===== src/rtl/log_lane_scheduler_if.sv =====
// Control and status bundle between the game FSM and the log lane scheduler.
// The master side drives run/pause/stop and level offers; the slave side returns lane step pulses and status.
interface log_lane_scheduler_if #(
  parameter int NUM_LANES = 6
);
  logic                 start;
  logic                 pause;
  logic                 stop;
  logic                 level_valid;
  logic [2:0]           level;
  logic                 level_ready;
  logic [NUM_LANES-1:0] step;
  logic [NUM_LANES-1:0] dir;
  logic                 running;
  logic                 busy;
  logic [2:0]           cur_level;

  modport master (
    output start, pause, stop, level_valid, level,
    input  level_ready, step, dir, running, busy, cur_level
  );

  modport slave (
    input  start, pause, stop, level_valid, level,
    output level_ready, step, dir, running, busy, cur_level
  );
endinterface


===== src/rtl/log_lane_scheduler.sv =====
// Per-lane speed dividers for the river logs, emitting one-cycle step pulses.
// A level change rewrites the dividers one lane per cycle, then resumes the previous mode.
module log_lane_scheduler #(
  parameter int                   NUM_LANES     = 6,
  parameter int                   CNT_W         = 24,
  parameter int                   BASE_DIV_EVEN = 150000,
  parameter int                   BASE_DIV_ODD  = 200000,
  parameter int                   DEC_STEP      = 15000,
  parameter int                   MIN_DIV       = 20000,
  parameter logic [NUM_LANES-1:0] DIR_MASK      = 6'b101010
) (
  input  logic                  clk,
  input  logic                  rst_n,
  log_lane_scheduler_if.slave   bus
);

  localparam int K_W = (NUM_LANES > 1) ? $clog2(NUM_LANES) : 1;
  localparam int WW  = CNT_W + 4;

  typedef enum logic [1:0] {IDLE, RUN, PAUSE, LOAD} state_e;

  state_e                   state_q, state_d;
  state_e                   ret_q, ret_d;
  logic [2:0]               pend_q, pend_d;
  logic [2:0]               cur_level_q, cur_level_d;
  logic [K_W-1:0]           k_q, k_d;
  logic [CNT_W-1:0]         cnt_q [NUM_LANES];
  logic [CNT_W-1:0]         cnt_d [NUM_LANES];
  logic [CNT_W-1:0]         div_q [NUM_LANES];
  logic [CNT_W-1:0]         div_d [NUM_LANES];
  logic [NUM_LANES-1:0]     step_q, step_d;
  logic                     running_q, running_d;
  logic                     busy_q, busy_d;
  logic                     ready_q, ready_d;

  logic [WW-1:0]            base_w;
  logic [WW-1:0]            dec_w;
  logic [WW-1:0]            diff_w;
  logic [CNT_W-1:0]         load_div;

  function automatic logic [CNT_W-1:0] base_div(input logic [K_W-1:0] lane);
    return lane[0] ? CNT_W'(BASE_DIV_ODD) : CNT_W'(BASE_DIV_EVEN);
  endfunction

  // Divider for the lane being loaded, clamped to the floor on underflow or when too fast.
  always_comb begin
    base_w = WW'(base_div(k_q));
    dec_w  = WW'(pend_q) * WW'(DEC_STEP);
    diff_w = base_w - dec_w;
    if ((dec_w > base_w) || (diff_w < WW'(MIN_DIV))) begin
      load_div = CNT_W'(MIN_DIV);
    end else begin
      load_div = diff_w[CNT_W-1:0];
    end
  end

  always_comb begin
    state_d     = state_q;
    ret_d       = ret_q;
    pend_d      = pend_q;
    cur_level_d = cur_level_q;
    k_d         = k_q;
    cnt_d       = cnt_q;
    div_d       = div_q;
    step_d      = '0;

    if (state_q == LOAD) begin
      div_d[k_q] = load_div;
      if (k_q == K_W'(NUM_LANES - 1)) begin
        cur_level_d = pend_q;
        for (int i = 0; i < NUM_LANES; i++) cnt_d[i] = '0;
        k_d     = '0;
        state_d = ret_q;
      end else begin
        k_d = k_q + 1'b1;
      end
    end else if (bus.stop) begin
      state_d = IDLE;
      for (int i = 0; i < NUM_LANES; i++) cnt_d[i] = '0;
    end else if (bus.level_valid) begin
      pend_d  = bus.level;
      ret_d   = state_q;
      k_d     = '0;
      state_d = LOAD;
    end else begin
      case (state_q)
        IDLE: begin
          if (bus.start) state_d = RUN;
        end
        RUN: begin
          // Pause freezes the counters on the very edge it is seen.
          if (bus.pause) begin
            state_d = PAUSE;
          end else begin
            for (int i = 0; i < NUM_LANES; i++) begin
              if (cnt_q[i] >= div_q[i]) begin
                cnt_d[i]  = '0;
                step_d[i] = 1'b1;
              end else begin
                cnt_d[i] = cnt_q[i] + 1'b1;
              end
            end
          end
        end
        PAUSE: begin
          if (!bus.pause) state_d = RUN;
        end
        default: state_d = IDLE;
      endcase
    end

    running_d = (state_d == RUN);
    busy_d    = (state_d == LOAD);
    ready_d   = (state_d != LOAD);
  end

  always_ff @(posedge clk or negedge rst_n) begin
    if (!rst_n) begin
      state_q     <= IDLE;
      ret_q       <= IDLE;
      pend_q      <= '0;
      cur_level_q <= '0;
      k_q         <= '0;
      step_q      <= '0;
      running_q   <= 1'b0;
      busy_q      <= 1'b0;
      ready_q     <= 1'b1;
      for (int i = 0; i < NUM_LANES; i++) begin
        cnt_q[i] <= '0;
        div_q[i] <= base_div(K_W'(i));
      end
    end else begin
      state_q     <= state_d;
      ret_q       <= ret_d;
      pend_q      <= pend_d;
      cur_level_q <= cur_level_d;
      k_q         <= k_d;
      step_q      <= step_d;
      running_q   <= running_d;
      busy_q      <= busy_d;
      ready_q     <= ready_d;
      for (int i = 0; i < NUM_LANES; i++) begin
        cnt_q[i] <= cnt_d[i];
        div_q[i] <= div_d[i];
      end
    end
  end

  assign bus.step        = step_q;
  assign bus.dir         = DIR_MASK;
  assign bus.running     = running_q;
  assign bus.busy        = busy_q;
  assign bus.level_ready = ready_q;
  assign bus.cur_level   = cur_level_q;

endmodule

===== src/flat_wrapper.sv =====
// flat-port wrapper written by rule: the top's interface ports become plain ports
module log_lane_scheduler_flat 
#(
  parameter int                   NUM_LANES     = 6,
  parameter int                   CNT_W         = 24,
  parameter int                   BASE_DIV_EVEN = 150000,
  parameter int                   BASE_DIV_ODD  = 200000,
  parameter int                   DEC_STEP      = 15000,
  parameter int                   MIN_DIV       = 20000,
  parameter logic [NUM_LANES-1:0] DIR_MASK      = 6'b101010
)
  (clk, rst_n, bus_start, bus_pause, bus_stop, bus_level_valid, bus_level, bus_level_ready, bus_step, bus_dir, bus_running, bus_busy, bus_cur_level);
  log_lane_scheduler_if #(.NUM_LANES(NUM_LANES)) bus_i ();
  input  logic clk;
  input  logic rst_n;
  input wire logic [$bits(bus_i.start)-1:0] bus_start;
  input wire logic [$bits(bus_i.pause)-1:0] bus_pause;
  input wire logic [$bits(bus_i.stop)-1:0] bus_stop;
  input wire logic [$bits(bus_i.level_valid)-1:0] bus_level_valid;
  input wire logic [$bits(bus_i.level)-1:0] bus_level;
  output wire logic [$bits(bus_i.level_ready)-1:0] bus_level_ready;
  output wire logic [$bits(bus_i.step)-1:0] bus_step;
  output wire logic [$bits(bus_i.dir)-1:0] bus_dir;
  output wire logic [$bits(bus_i.running)-1:0] bus_running;
  output wire logic [$bits(bus_i.busy)-1:0] bus_busy;
  output wire logic [$bits(bus_i.cur_level)-1:0] bus_cur_level;
  assign bus_i.start = bus_start;
  assign bus_i.pause = bus_pause;
  assign bus_i.stop = bus_stop;
  assign bus_i.level_valid = bus_level_valid;
  assign bus_i.level = bus_level;
  assign bus_level_ready = bus_i.level_ready;
  assign bus_step = bus_i.step;
  assign bus_dir = bus_i.dir;
  assign bus_running = bus_i.running;
  assign bus_busy = bus_i.busy;
  assign bus_cur_level = bus_i.cur_level;
  log_lane_scheduler #(.NUM_LANES(NUM_LANES), .CNT_W(CNT_W), .BASE_DIV_EVEN(BASE_DIV_EVEN), .BASE_DIV_ODD(BASE_DIV_ODD), .DEC_STEP(DEC_STEP), .MIN_DIV(MIN_DIV), .DIR_MASK(DIR_MASK)) u_core (.clk(clk), .rst_n(rst_n), .bus(bus_i));
endmodule

===== config.mk =====
export PLATFORM = sky130hd
export DESIGN_NAME = log_lane_scheduler_flat
export DESIGN_NICKNAME = d
export VERILOG_FILES = /design/src/rtl/log_lane_scheduler_if.sv /design/src/rtl/log_lane_scheduler.sv /design/src/flat_wrapper.sv
export SDC_FILE = /design/constraint.sdc
export NUM_CORES = 1
export LEC_CHECK = 0
export CORE_UTILIZATION = 57
export DETAILED_ROUTE_END_ITERATION = 10
export PLACE_DENSITY = 0.77
export SYNTH_ARGS = -nofsm -noshare
export SYNTH_HDL_FRONTEND = slang
export SYNTH_SLANG_ARGS = --single-unit
export TNS_END_PERCENT = 20

===== constraint.sdc =====
create_clock -name clk -period 3.9 [get_ports clk]
set_clock_uncertainty 0.05 [all_clocks]
set_input_delay 1.17 -clock clk [delete_from_list [all_inputs] [get_ports clk]]
set_output_delay 1.17 -clock clk [all_outputs]
set_load 0.02 [all_outputs]

# ---- Word level (Yosys, flattened, before mapping)
# Cells that the tools add are included.
dict set report totals {
  romBits 0
  mem_count 0
  latchBits 0
  out_inout_bits 18
  ram_bits 0
  wordCells 103
  register_bits 310
}
dict set report op_classes {
  magnitude_cmp 10
  multipliers 1
  n_div 0
  shifts 0
  muxes 40
  eq_ne 11
  n_bitwise 3
  reduce_logical 9
  n_addsub 8
}
# operator n
set ops {}
lappend ops {{2-to-1 mux 144 bit} 6}
lappend ops {{2-to-1 mux 24 bit} 8}
lappend ops {{adder 24 x 1 -> 24 bit (second input constant)} 6}
lappend ops {{bitwise mux 144 bit} 1}
lappend ops {{greater-or-equal comparator 24 bit} 6}
lappend ops {{demux 24 bit (select 3 bit)} 1}
lappend ops {{2-to-1 mux 6 bit} 5}
lappend ops {{< comparator 28 x 15 -> 1 bit (second input constant)} 1}
lappend ops {{subtractor 24 x 17 -> 25 bit} 1}
lappend ops {{> comparator 17 x 24 -> 1 bit} 1}
lappend ops {{2-to-1 mux 17 bit} 1}
lappend ops {{multiplier 3 x 11 -> 14 bit (second input constant)} 1}
lappend ops {{2-to-1 mux 2 bit} 7}
lappend ops {{2-to-1 mux 3 bit} 4}
lappend ops {{equality test 2 bit (second input constant)} 3}
lappend ops {{2-to-1 mux 1 bit} 6}
lappend ops {{one-hot mux 2 bit (3 select lines)} 1}
lappend ops {{equality test 2 x 1 -> 1 bit (second input constant)} 2}
lappend ops {{greater-or-equal comparator 4 bit (second input constant)} 1}
lappend ops {{< comparator 4 x 1 -> 1 bit (second input constant)} 1}
lappend ops {{!= test 2 bit (second input constant)} 2}
lappend ops {{inverter 3 -> 4 bit} 1}
lappend ops {{AND reduction 2 bit} 2}
lappend ops {{AND reduction 4 bit} 1}
lappend ops {{other kinds (12)} 13}

# ---- Longest topological paths before layout
dict set report logic_depth {
  ltp_word 7
  depth_mapped 17
}

# ---- Worst setup path after synthesis
# Ideal clock, no wire load.
dict set report synth_path {
  path_kind {register to register}
  start {register u_core.pend_q[1]}
  end {register u_core.div_q[33] (netlist bit)}
  period_less_slack_ps 4310
  setup_ps 124
  t_arrival_ps 4135
  required_time_ps 3726
  slack_ps -410
  path_stages_with_launch 17
  path_buffers 2
  cell_sequence {dfrtp_1 -> buf_4 -> inv_1 -> ha_1 -> inv_1 -> ha_1 -> a31oi_1 -> o21ai_0 -> xnor2_1 -> ha_1 -> clkbuf_2 -> and4_2 -> nor3_1 -> xor2_1 -> o32ai_2 -> a211oi_2 -> a211o_2}
}
dict set report synth_between {
  elab_chain_cells 6
  elab_cells_between_ends 7
}
# element line_no
set synth_lines {}
lappend synth_lines {{from (decl)} log_lane_scheduler.sv:24} ;# logic [2:0] pend_q, pend_d;
lappend synth_lines {{from (signal assigned)} log_lane_scheduler.sv:135} ;# pend_q <= pend_d;
lappend synth_lines {{multiplier 3 x 11 -> 14 bit *} log_lane_scheduler.sv:48} ;# dec_w = WW'(pend_q) * WW'(DEC_STEP);
lappend synth_lines {{subtractor 24 x 17 -> 25 bit} log_lane_scheduler.sv:49} ;# diff_w = base_w - dec_w;
lappend synth_lines {{< comparator 28 x 15 -> 1 bit} log_lane_scheduler.sv:50} ;# if ((dec_w > base_w) || (diff_w < WW'(MIN_DIV))) begin
lappend synth_lines {{logical OR 1 bit} log_lane_scheduler.sv:50}
lappend synth_lines {{2-to-1 mux 24 bit *} log_lane_scheduler.sv:50}
lappend synth_lines {{bitwise mux 144 bit *} log_lane_scheduler.sv:68} ;# div_d[k_q] = load_div;
lappend synth_lines {{to (signal, indexed assignment)} log_lane_scheduler.sv:130} ;# div_q[i] <= base_div(K_W'(i));
lappend synth_lines {{to (signal, indexed assignment)} log_lane_scheduler.sv:144} ;# div_q[i] <= div_d[i];
lappend synth_lines {{to (decl)} log_lane_scheduler.sv:29} ;# logic [CNT_W-1:0] div_q [NUM_LANES];
# Mark *: on every way between the ends. The rest lies on a longest branch, timed or not.
# A chain may end at the register's enable or synchronous reset.

# ---- Final worst setup path
dict set report layout_path {
  start {register u_core.pend_q[1]}
  end {register u_core.div_q[14] (netlist bit)}
}
# The elaborated chain is that of the path after synthesis.

==> run summary <==
In this run the tool buffered the top-level ports with 20 buffer cells. The first-pass GRT wire length came out at 58.5 mm. The worst-case register-to-register setup slack is 0.08 ns. The critical path goes through buf_4, ha_1, ha_1, a31oi_2, o21ai_0, xnor2_1, ha_1, o2111ai_1, nand3_2, nor3b_2, xor2_2, buf_4, nor2_1, o21ai_0. The die area came out at 0.0271 mm².

Summed over all layers, the global routing overflow is 0. The total wire length after detailed routing came out at 35.2 mm. The critical path capture point type is a register. For this run, the number of standard cells in the final layout without fillers is 2062. The leakage dissipation came out at 8.10 nW. The largest incremental delay on the critical path came out at 0.48 ns. The I/O pin total came out at 27. TritonCTS built the clock tree. The DRC marker count from the first detailed-route iteration came out at 880.

The number of clock sinks is 256. Setup repair after global routing could not meet its margin everywhere. The commonest cells after synthesis are 213 x sky130_fd_sc_hd__dfrtp_1, 158 x sky130_fd_sc_hd__nand2_1, 140 x sky130_fd_sc_hd__inv_1, 136 x sky130_fd_sc_hd__nor2_1, 118 x sky130_fd_sc_hd__ha_1. The worst path buffer plus inverter count is 2. The instance area after placement came out at 0.0161 mm². Counting flops and latches in the post-synthesis netlist gives 256. The largest individual stage delay along the critical path comes from the cell sky130_fd_sc_hd__nor2_1. The number of endpoints with negative hold slack in the final report is 0. The tree is rooted in a sky130_fd_sc_hd__clkbuf_16.

For the pin with the worst max-slew slack, the measured transition is 0.840 ns. In this run the worst setup path terminates at u_core.div_q[14]. The critical setup path kind is reg -> reg.

Yosys printed 0 warnings. The number of instances in the placed design came out at 2002. For the worst setup path, the data required time is 4.27 ns. The share of synthesized flip-flops with an asynchronous set or reset is 1.00.

Tracing the worst setup path back leads to its startpoint at u_core.pend_q[1]. The post-detailed-route wirelength per cell is 17.1 µm. The post-synthesis cell type with the largest combined area is sky130_fd_sc_hd__dfrtp_1. The flow ran to the end, and the final reports show no timing, DRC or antenna violations. The area share of the largest cell type after synthesis came out at 0.353. The share of the Yosys chip area taken by registers is 0.428. After floorplanning, the core was sized to cover 0.0260 mm². The number of max-slew violations in the final report is 0. The type of the worst min-delay path is reg -> reg. The flip-flop cell with the highest count after synthesis is sky130_fd_sc_hd__dfrtp_1.

The number of DRC violations after detailed routing came out at 0. Measured on the finished design, the core utilization comes to 0.661. The first TritonRoute pass finished after 5 iterations. The final cycle utilization of the critical path is 0.981. The worst path needs 3.82 ns of the cycle, external delays included. The share of total power in combinational logic is 0.524. The via count of the first global-routing pass is 11901.

The number of maximum-capacitance constraint violations came out at 0. The tightest hold margin came out at 0.426 ns. The die is 165 µm tall. The final antenna-violating net count came out at 0. The internal power of the cells totals 7.83 mW.

The routed layout has 12429 vias. Of the total power, the clock network draws 0.211. The sum of negative setup slack came out at 0 ns.

Along the worst hold path, the cell count comes to 2. For this design the total switching power over the nets is 5.90 mW. The number of vias per cell after detailed routing came out at 6.03. The kind of cell with the highest combined delay on the critical path is simple AND/OR/NAND/NOR gates. Compared with the post-synthesis result, the final layout area differs by 13.9%. Measured in cells, the most critical reg-to-reg path has a length of 14. Setup violations remaining at the end of the flow were counted as 0.

The overall track demand over capacity in global routing came out at 0.266. The part of the power in registers came out at 0.266. The worst-case IR drop observed on VDD is 0.000779 V. In the final layout, the share of cells above drive strength 1 is 0.125. The path length in cells of the critical path came out at 14. The count of flip-flops with a built-in enable after synthesis is 0. Data arrives at the worst endpoint at 4.19 ns.

The worst register-to-register path ends at u_core.div_q[14]. The H-tree depth reported by CTS came out at 1. Dividing total power by cell area gives a power density of 798 mW/mm². The largest net degree at the start of global routing is 87. Averaged over all synthesized cells, the footprint is 9.11 µm². The cell count after synthesis came out at 1657. The clock passes through at most 3 buffers.

The clock network latency to the later pin of the worst-skew pair came out at 0.56 ns. Routability-driven placement finished with a final weighted congestion of 0.887. The reg-to-reg critical path startpoint is u_core.pend_q[1].

The top achievable clock speed is 0.261 GHz. The number of CTS-inserted buffers came out at 29. Yosys mapped the design onto 72 distinct sky130hd cell types. The clock transition at the register clock pins on the worst setup and hold paths after CTS came out at 0.06 ns. The initial standard-cell utilization of the core is 0.581. The number of nets in the finished design came out at 1833. The switching fraction of total power came out at 0.430. After floorplanning, the core was divided into 59 placement rows. The area of all placed cells without fillers came out at 0.0172 mm². The wire-length estimate of the detail-placed layout is 24.2 mm.

Sorting the synthesized cells by area gives the leading types as sky130_fd_sc_hd__dfrtp_1 35%, sky130_fd_sc_hd__ha_1 9.8%, sky130_fd_sc_hd__dfstp_2 7.5%, sky130_fd_sc_hd__nand2_1 3.9%, sky130_fd_sc_hd__inv_1 3.5%. The antenna diode instance count came out at 0. Among the stages of the critical path, the cell type that occurs most often is sky130_fd_sc_hd__ha_1.

The initial antenna violation count was 0. The kind of launch point of the worst setup path is a register. The die extent in x came out at 165 µm. In the post-synthesis netlist, the cell with the most instances is sky130_fd_sc_hd__dfrtp_1.

The startpoint identified for the worst hold timing path is u_core.bus.cur_level[2]. The tightest slew margin relative to the limit came out at 0.436. The cell area after synthesis is 0.0151 mm². The largest fanout on the critical path is 10.
==> area by class of cell <==
cell class / count / area (µm²)
Inverter: 140 / 526
Multi-Input combinational cell: 1190 / 7960
Clock inverter: 11 / 146
Sequential cell: 256 / 6460
Tap cell: 335 / 419
Fill cell: 2036 / 8800
Clock buffer: 43 / 888
Timing Repair Buffer: 87 / 783
==> sequential cells by signal (all words and copies together), names as in the netlist <==
name                    flops
u_core.bus.busy             1
u_core.ret_q                2
u_core.bus.step             6
u_core.cnt_q              144
u_core.bus.level_ready      1
u_core.state_q              2
u_core.k_q                  3
u_core.pend_q               3
u_core.bus.running          1
u_core.bus.cur_level        3
u_core.div_q               90
==> layer usage <==
metal | global-route usage | vias to the layer above | share of wire
li1 | - | 5998 | -
met1 | 0.367 | 6073 | 0.46
met2 | 0.435 | 285 | 0.47
met3 | 0.0349 | 73 | 0.043
met4 | 0.0817 | 0 | 0.028
met5 | 0 | - | 0
==> worst reg2reg max path: stages, from the launching register on <==
cell and delay (ns):
sky130_fd_sc_hd__dfrtp_2 0.41, sky130_fd_sc_hd__buf_4 0.18, sky130_fd_sc_hd__ha_1 0.22, sky130_fd_sc_hd__ha_1 0.24, sky130_fd_sc_hd__a31oi_2 0.21, sky130_fd_sc_hd__o21ai_0 0.13
sky130_fd_sc_hd__xnor2_1 0.14, sky130_fd_sc_hd__ha_1 0.42, sky130_fd_sc_hd__o2111ai_1 0.24, sky130_fd_sc_hd__nand3_2 0.18, sky130_fd_sc_hd__nor3b_2 0.32, sky130_fd_sc_hd__xor2_2 0.13
sky130_fd_sc_hd__buf_4 0.18, sky130_fd_sc_hd__nor2_1 0.48, sky130_fd_sc_hd__o21ai_0 0.17
==> per-stage QoR <==
| step | power (mW) | setup slack, ns |
|---|---|---|
| 2_1_floorplan | 7.82 | 0.0186 |
| 3_3_place_gp | 10.3 | 0.148 |
| 3_5_place_dp | 10.5 | 0.0599 |
| 4_1_cts | 13.4 | 0.0412 |
| 5_1_grt | 14.6 | -0.128 |
| 6_report | 13.7 | 0.0758 |
==> worst min-delay path by stage <==
stage,endpoint,slack (ns)
after floorplan,u_core.cnt_q[18],0.39
after global placement,u_core.bus.cur_level[2],0.41
after detailed placement,u_core.bus.cur_level[2],0.42
after CTS,u_core.bus.cur_level[2],0.43
after global routing,u_core.bus.cur_level[0],0.46
final,u_core.bus.cur_level[2],0.43
==> placed cells by master, fill, tap and decap left out, drive strengths merged, types with 16 or more instances in the layout <==
| master | synthesis | final |
|---|---|---|
| o21ai | 80 | 80 |
| a211oi | 33 | 33 |
| a41oi | 19 | 19 |
| a31oi | 49 | 49 |
| and3 | 46 | 46 |
| nor3 | 29 | 29 |
| a21oi | 87 | 87 |
| buf | 13 | 68 |
| nand2 | 158 | 158 |
| nor4 | 19 | 19 |
| a21o | 24 | 24 |
| dfstp | 43 | 43 |
| xnor2 | 19 | 19 |
| nor2 | 136 | 136 |
| clkdlybuf4s50 | 0 | 19 |
| o21a | 28 | 28 |
| inv | 140 | 142 |
| nand3 | 79 | 79 |
| nor2b | 43 | 43 |
| dfrtp | 213 | 213 |
| nand4 | 25 | 25 |
| ha | 118 | 118 |
| a211o | 24 | 24 |
| mux2 | 16 | 16 |
| nand2b | 18 | 18 |
| clkbuf | 62 | 43 |
==> power by group through the flow <==
stage                     Combinational [mW]  Clock [mW]  Sequential [mW]
after global routing                    7.80        3.04             3.71
after CTS                               6.85        2.94             3.64
after floorplan                         4.19           0             3.63
after global placement                  6.61           0             3.67
after detailed placement                6.78           0             3.69
final                                   7.19        2.89             3.65
==> cell families (layout without fill, tap and decap cells) <==
family          Yosys count  after routing  synth area share
flops                   256            256             0.428
other cells               2              6          0.000498
mux                      30             30            0.0212
buf+inv                 215            281            0.0560
fa+ha+maj               120            120             0.100
xor+xnor                 26             26            0.0156
simple gates            594            594             0.192
compound gates          414            414             0.186
==> repair_timing <==
| action | 4_1_cts | 5_1_grt |
|---|---|---|
| setup endpoints to repair | 0 | 78 |
| setup buffers | 0 | 6 |
| hold buffers | 0 | 0 |
| gates resized for setup | 0 | 6 |
(Power assumes the default switching activity.)
